### src/rtl/coherence_bus_ctrl.sv
// Two-CPU snooping bus controller: round-robin arbitration, one transaction at a time,
// peer-cache snoop, fill-source selection (peer or unified memory) and invalidate broadcast.
module coherence_bus_ctrl #(
    parameter int ADDR_W    = 11,
    parameter int SNOOP_LAT = 1,
    parameter int MEM_TMO   = 255
) (
    input  logic              clk,
    input  logic              rst_n,
    input  logic [1:0]        read_miss,
    input  logic [1:0]        write_miss,
    input  logic [1:0]        invalidate,
    input  logic [ADDR_W-1:0] bico0,
    input  logic [ADDR_W-1:0] bico1,
    input  logic [1:0]        found,
    input  logic              u_rdy,
    output logic [1:0]        grant,
    output logic [1:0]        cpu_search,
    output logic [ADDR_W+1:0] boci,
    output logic [1:0]        cpu_datasel0,
    output logic [1:0]        cpu_datasel1,
    output logic [1:0]        inv_other,
    output logic              bus_busy,
    output logic              bus_err
);

    localparam logic [2:0] S_IDLE  = 3'd0;
    localparam logic [2:0] S_SNOOP = 3'd1;
    localparam logic [2:0] S_WAIT  = 3'd2;
    localparam logic [2:0] S_XFER  = 3'd3;
    localparam logic [2:0] S_MEM   = 3'd4;
    localparam logic [2:0] S_INVAL = 3'd5;
    localparam logic [2:0] S_DONE  = 3'd6;

    localparam logic [1:0] OP_RD  = 2'b01;
    localparam logic [1:0] OP_WR  = 2'b10;
    localparam logic [1:0] OP_INV = 2'b11;

    localparam int TMO_W = $clog2(MEM_TMO + 1);
    localparam int LAT_W = $clog2(SNOOP_LAT + 1);
    localparam int MAX_W = (TMO_W > LAT_W) ? TMO_W : LAT_W;
    localparam int CNT_W = (MAX_W > 8) ? MAX_W : 8;

    localparam logic [CNT_W-1:0] LAT_LAST = CNT_W'(SNOOP_LAT - 1);
    localparam logic [CNT_W-1:0] TMO_LAST = CNT_W'(MEM_TMO - 1);

    logic [2:0]        r_state;
    logic              r_owner;
    logic              r_rr;
    logic              r_err;
    logic [CNT_W-1:0]  r_cnt;
    logic [1:0]        r_op;
    logic [ADDR_W-1:0] r_addr;

    logic [1:0] w_req;
    logic       w_pick;
    logic [1:0] w_op_pick;
    logic       w_peer;
    logic       w_active;
    logic [1:0] w_own_mask;
    logic [1:0] w_peer_mask;
    logic [1:0] w_sel;

    assign w_req     = read_miss | write_miss | invalidate;
    // Contention goes to the round-robin pointer; a lone requester always wins.
    assign w_pick    = (w_req == 2'b11) ? r_rr : w_req[1];
    assign w_op_pick = invalidate[w_pick] ? OP_INV :
                       write_miss[w_pick] ? OP_WR  : OP_RD;
    assign w_peer    = ~r_owner;

    always_ff @(posedge clk or negedge rst_n) begin
        if (!rst_n) begin
            r_state <= S_IDLE;
            r_owner <= 1'b0;
            r_rr    <= 1'b0;
            r_err   <= 1'b0;
            r_cnt   <= '0;
        end else begin
            case (r_state)
                S_IDLE: begin
                    if (|w_req) begin
                        r_owner <= w_pick;
                        r_state <= S_SNOOP;
                    end
                end
                S_SNOOP: begin
                    r_cnt   <= '0;
                    r_state <= S_WAIT;
                end
                S_WAIT: begin
                    if (r_cnt == LAT_LAST) begin
                        r_cnt <= '0;
                        if (r_op == OP_INV)    r_state <= S_INVAL;
                        else if (found[w_peer]) r_state <= S_XFER;
                        else                    r_state <= S_MEM;
                    end else begin
                        r_cnt <= r_cnt + 1'b1;
                    end
                end
                S_XFER: r_state <= (r_op == OP_WR) ? S_INVAL : S_DONE;
                S_MEM: begin
                    // A completion on the final allowed cycle still counts as success.
                    if (u_rdy) begin
                        r_state <= (r_op == OP_WR) ? S_INVAL : S_DONE;
                    end else if (r_cnt == TMO_LAST) begin
                        r_err   <= 1'b1;
                        r_state <= S_DONE;
                    end else begin
                        r_cnt <= r_cnt + 1'b1;
                    end
                end
                S_INVAL: r_state <= S_DONE;
                S_DONE: begin
                    r_rr    <= ~r_owner;
                    r_state <= S_IDLE;
                end
                default: r_state <= S_IDLE;
            endcase
        end
    end

    always_ff @(posedge clk) begin
        if (r_state == S_IDLE && (|w_req)) begin
            r_op   <= w_op_pick;
            r_addr <= w_pick ? bico1 : bico0;
        end
    end

    assign w_active    = (r_state == S_SNOOP) || (r_state == S_WAIT) || (r_state == S_XFER) ||
                         (r_state == S_MEM)   || (r_state == S_INVAL);
    assign w_own_mask  = r_owner ? 2'b10 : 2'b01;
    assign w_peer_mask = r_owner ? 2'b01 : 2'b10;

    always_comb begin
        w_sel = 2'b00;
        if (r_state == S_XFER)     w_sel = 2'b10;
        else if (r_state == S_MEM) w_sel = 2'b01;
    end

    assign grant        = w_active ? w_own_mask : 2'b00;
    assign boci         = w_active ? {r_op, r_addr} : '0;
    assign cpu_search   = (r_state == S_SNOOP) ? w_peer_mask : 2'b00;
    assign inv_other    = (r_state == S_INVAL) ? w_peer_mask : 2'b00;
    assign cpu_datasel0 = r_owner ? 2'b00 : w_sel;
    assign cpu_datasel1 = r_owner ? w_sel : 2'b00;
    assign bus_busy     = (r_state != S_IDLE);
    assign bus_err      = r_err;

endmodule

### config.mk
export PLATFORM = sky130hd
export DESIGN_NAME = coherence_bus_ctrl
export DESIGN_NICKNAME = d
export VERILOG_FILES = /design/src/rtl/coherence_bus_ctrl.sv
export SDC_FILE = /design/constraint.sdc
export NUM_CORES = 1
export LEC_CHECK = 0
export CAP_MARGIN = 20
export CORE_MARGIN = 4
export CORE_UTILIZATION = 46
export CTS_BUF_LIST = sky130_fd_sc_hd__clkbuf_4 sky130_fd_sc_hd__clkbuf_8
export CTS_CLUSTER_DIAMETER = 40
export DETAILED_ROUTE_END_ITERATION = 8
export PLACE_DENSITY = 0.81
export SLEW_MARGIN = 10
export SYNTH_ARGS = -nofsm -noshare
export SYNTH_HDL_FRONTEND = slang
export SYNTH_SLANG_ARGS = --single-unit
### constraint.sdc
create_clock -name clk -period 2.3 [get_ports clk]
set_input_delay 0.345 -clock clk [delete_from_list [all_inputs] [get_ports clk]]
set_output_delay 0.345 -clock clk [all_outputs]
set_load 0.005 [all_outputs]
==> results.cfg <==
[routing]
detail-route-antenna-nets = 0
detail_route.first_pass.iterations = 4
num_vias = 1485
vias_per_instance = 5.44
route.detailed.drc = 0
wirelength_um = 4160
routedWlPerCell_um = 15.2
drt-initial-drc-count = 50

[floorplanning]
initial_core_util = 0.486
i_o_pin_count = 58
design.core.area_um2 = 3420
placementRows = 21
fp.dieH_um = 68.1
die_area_um2 = 4630
die_width_um = 68.1

[global_routing]
gr-usage-all-layers = 0.189
globalRouteMet2Util = 0.316
global_route_wire_length_before_repair_um = 6600
grt_antenna_before_repair = 0
top_usage_layer = met2
globalRouteOverflowTotal = 0
globalRouteMet1Util = 0.241
first_global_vias = 1444
largest_net_degree_at_the_start_of_global_routing = 19
met3_usage = 0.0476

[setup_path]
path_max_fanout = 8
cp.arrival_ns = 1.88
required_ns = 1.96
critPathMaxStageDelay_ns = 0.47
r2r-start = r_cnt[0]$_DFFE_PN0P_
start_kind = flip-flop
crit_end = boci[3]
critical_path_depth = 5
worstPathBufferInverterCount = 3
ff2ff_setup_slack_ns = 0.32
critical_path.cell_chain = nor3_4 > inv_2 > buf_4 > and3_1 > clkdlybuf4s50_1
rr_endpoint = r_cnt[0]$_DFFE_PN0P_
path_delay_family = buffers and inverters
worstSetupEndpointType = primary output
worst-r2r-cell-count = 7
critPathLaunch = r_state[0]$_DFFE_PN0P_
worst_setup_path_category = reg -> out
critPathSlowestCell = sky130_fd_sc_hd__clkdlybuf4s50_1

[placed_design]
finalWeightedCongestion = 0.802
dp.cells = 268
post-dp-hpwl_um = 3270
buffer_ports.inserted = 57
placed_area_um2 = 2300

[timing]
worst_clock_skew_ns = 0.00556
achievable-frequency_mhz = 450
report.final.slew_viol_count = 0
hold_viol = 0
grt_setup_unrepaired = false
timing.final.crit_share = 0.967
max-slew-margin-rel = 0.334
holdWs_ns = 0.401
tightest_slew_ns = 0.996
finalSetupViolations = 0
final_period_demand_of_the_worst_path_ns = 2.22
final.setup.tns_ns = 0

[finish]
post_layout_utilization_of_the_core = 0.693
n_fill_cell = 268
mostFrequentLayoutCell = sky130_fd_sc_hd__clkdlybuf4s50_1
finalNetCount = 264
most-common-layout-cells = sky130_fd_sc_hd__clkdlybuf4s50_1, sky130_fd_sc_hd__nor2_1, sky130_fd_sc_hd__and3_1
drive_gt1_frac = 0.141
syn2layout_area_growth_pct = 42.6
finalNonFillerCells = 273
final_area_um2 = 2370
antenna_cells = 0

[yosys]
synth-edff-count = 13
ys_dominant_reg_cell = sky130_fd_sc_hd__dfrtp_1
async_reset_ff_frac = 0.519
synth_seq_area_share = 0.446
synth.distinct_cells = 46
synth-warning-count = 0
proportion_of_netlist_area_held_by_the_largest_area_contributor = 0.235
postSynthNetCount = 202
yosys-top-cells-area = sky130_fd_sc_hd__edfxtp_1, sky130_fd_sc_hd__dfrtp_1, sky130_fd_sc_hd__mux2_2
number_of_synthesized_register_bits = 27
syn-mean-instance-area_um2 = 10.0
syn-cell-area_um2 = 1660
library_cell_occupying_the_most_area_in_the_post_synthesis_netlist = sky130_fd_sc_hd__edfxtp_1
syn_inst = 166

[power]
cellPowerDensity_nw_per_um2 = 1090
cellLeakagePower_uw = 0.000967
vdd.ir_drop.worst_v = 0.000702

[clock_tree]
cts.htree.levels = 1
clock_tree.buffer_depth = 2
root_cell_of_the_clock_tree = sky130_fd_sc_hd__clkbuf_4
numCtsBuffers = 3
tritoncts = built
cts_clk_pin_slew_worst_paths_ns = 0.14
insertion_delay_ns = 0.33
tritoncts_num_sinks = 27

[run_status]
outcome = finished clean

[worst_hold_path]
worst_hold_path_type = in -> async

[flow_run]
cap_viol_max_count = 0
[metal layers]
metal | up-vias | part of all wire
li1 | 733 | -
met1 | 701 | 0.43
met2 | 45 | 0.50
met3 | 6 | 0.057
met4 | 0 | 0.014
met5 | - | 0
[worst min-delay path by stage]
stage,start,end,slack [ns]
3_5_place_dp,bus_err$_DFFE_PN0P_,bus_err$_DFFE_PN0P_,0.45
2_1_floorplan,rst_n,bus_err$_DFFE_PN0P_,0.05
5_1_grt,rst_n,r_cnt[6]$_DFFE_PN0P_,0.45
3_3_place_gp,bus_err$_DFFE_PN0P_,bus_err$_DFFE_PN0P_,0.44
4_1_cts,rst_n,bus_err$_DFFE_PN0P_,0.41
6_report,rst_n,r_cnt[6]$_DFFE_PN0P_,0.40
[stage by stage]
stage / setup WS [ns] / power, uW
3_5_place_dp: 0.102 / 2310
2_1_floorplan: 0.182 / 1610
5_1_grt: 0.00148 / 2770
3_3_place_gp: 0.190 / 2260
6_report: 0.0764 / 2580
4_1_cts: 0.0187 / 2560
[state kept, by name (all words and copies together) (netlist names)]
name / flops
r_owner: 1
r_op: 2
r_addr: 11
r_cnt: 8
r_rr: 1
bus_err: 1
r_state: 3
[power by group]
group	internal, uW	switching [uW]
logic	831	738
registers	692	103
clock network	79.8	137
[layout make-up]
cell class	count	area, um^2	share of cell area
inverters	7	26.3	0.0111
flip-flops and latches	27	741	0.313
well taps	46	57.6	0.0243
repair buffers	65	639	0.270
multi-input cells	124	873	0.369
clock buffers	4	30.0	0.0127
[worst register-to-register path: cells and delay by family, from the launching register on]
kind,cells,cell delay [ns]
adder cells (fa/ha/maj),1,0.16
AND/OR/NAND/NOR,2,0.56
multiplexers,1,0.27
AO/OA/AOI/OAI,2,0.35
flip-flops,1,0.43
buffers and inverters,1,0.12
[synthesized netlist by cell type, types with 2 or more instances]
cell / count
sky130_fd_sc_hd__mux2_2: 11
sky130_fd_sc_hd__nand2b_1: 4
sky130_fd_sc_hd__nand2_1: 12
sky130_fd_sc_hd__o21ai_0: 7
sky130_fd_sc_hd__a211oi_1: 2
sky130_fd_sc_hd__edfxtp_1: 13
sky130_fd_sc_hd__nor2b_1: 2
sky130_fd_sc_hd__inv_1: 7
sky130_fd_sc_hd__nor3b_1: 2
sky130_fd_sc_hd__nor2_1: 16
sky130_fd_sc_hd__and3_1: 15
sky130_fd_sc_hd__nand3_1: 4
sky130_fd_sc_hd__buf_2: 3
sky130_fd_sc_hd__xnor2_1: 3
sky130_fd_sc_hd__clkbuf_1: 4
sky130_fd_sc_hd__a22o_1: 3
sky130_fd_sc_hd__dfrtp_1: 14
sky130_fd_sc_hd__a21o_1: 3
sky130_fd_sc_hd__a21oi_1: 2
sky130_fd_sc_hd__a31oi_1: 3
sky130_fd_sc_hd__ha_1: 3
sky130_fd_sc_hd__nor3_1: 9
[cells by family after synthesis]
kind of cell / synth area share
fa+ha+maj: 0.0226
mux: 0.0874
xor+xnor: 0.0158
compound gates: 0.158
flops: 0.446
simple gates: 0.230
buf+inv: 0.0407
[repair_timing]
action	CTS	global route
cloned	0	0
setup endpoints to repair	15	17
pin swaps	0	1
resized for setup	2	7
hold buffers	0	0
buffers inserted	1	0
Note: power is estimated with default switching activity, not from simulation.
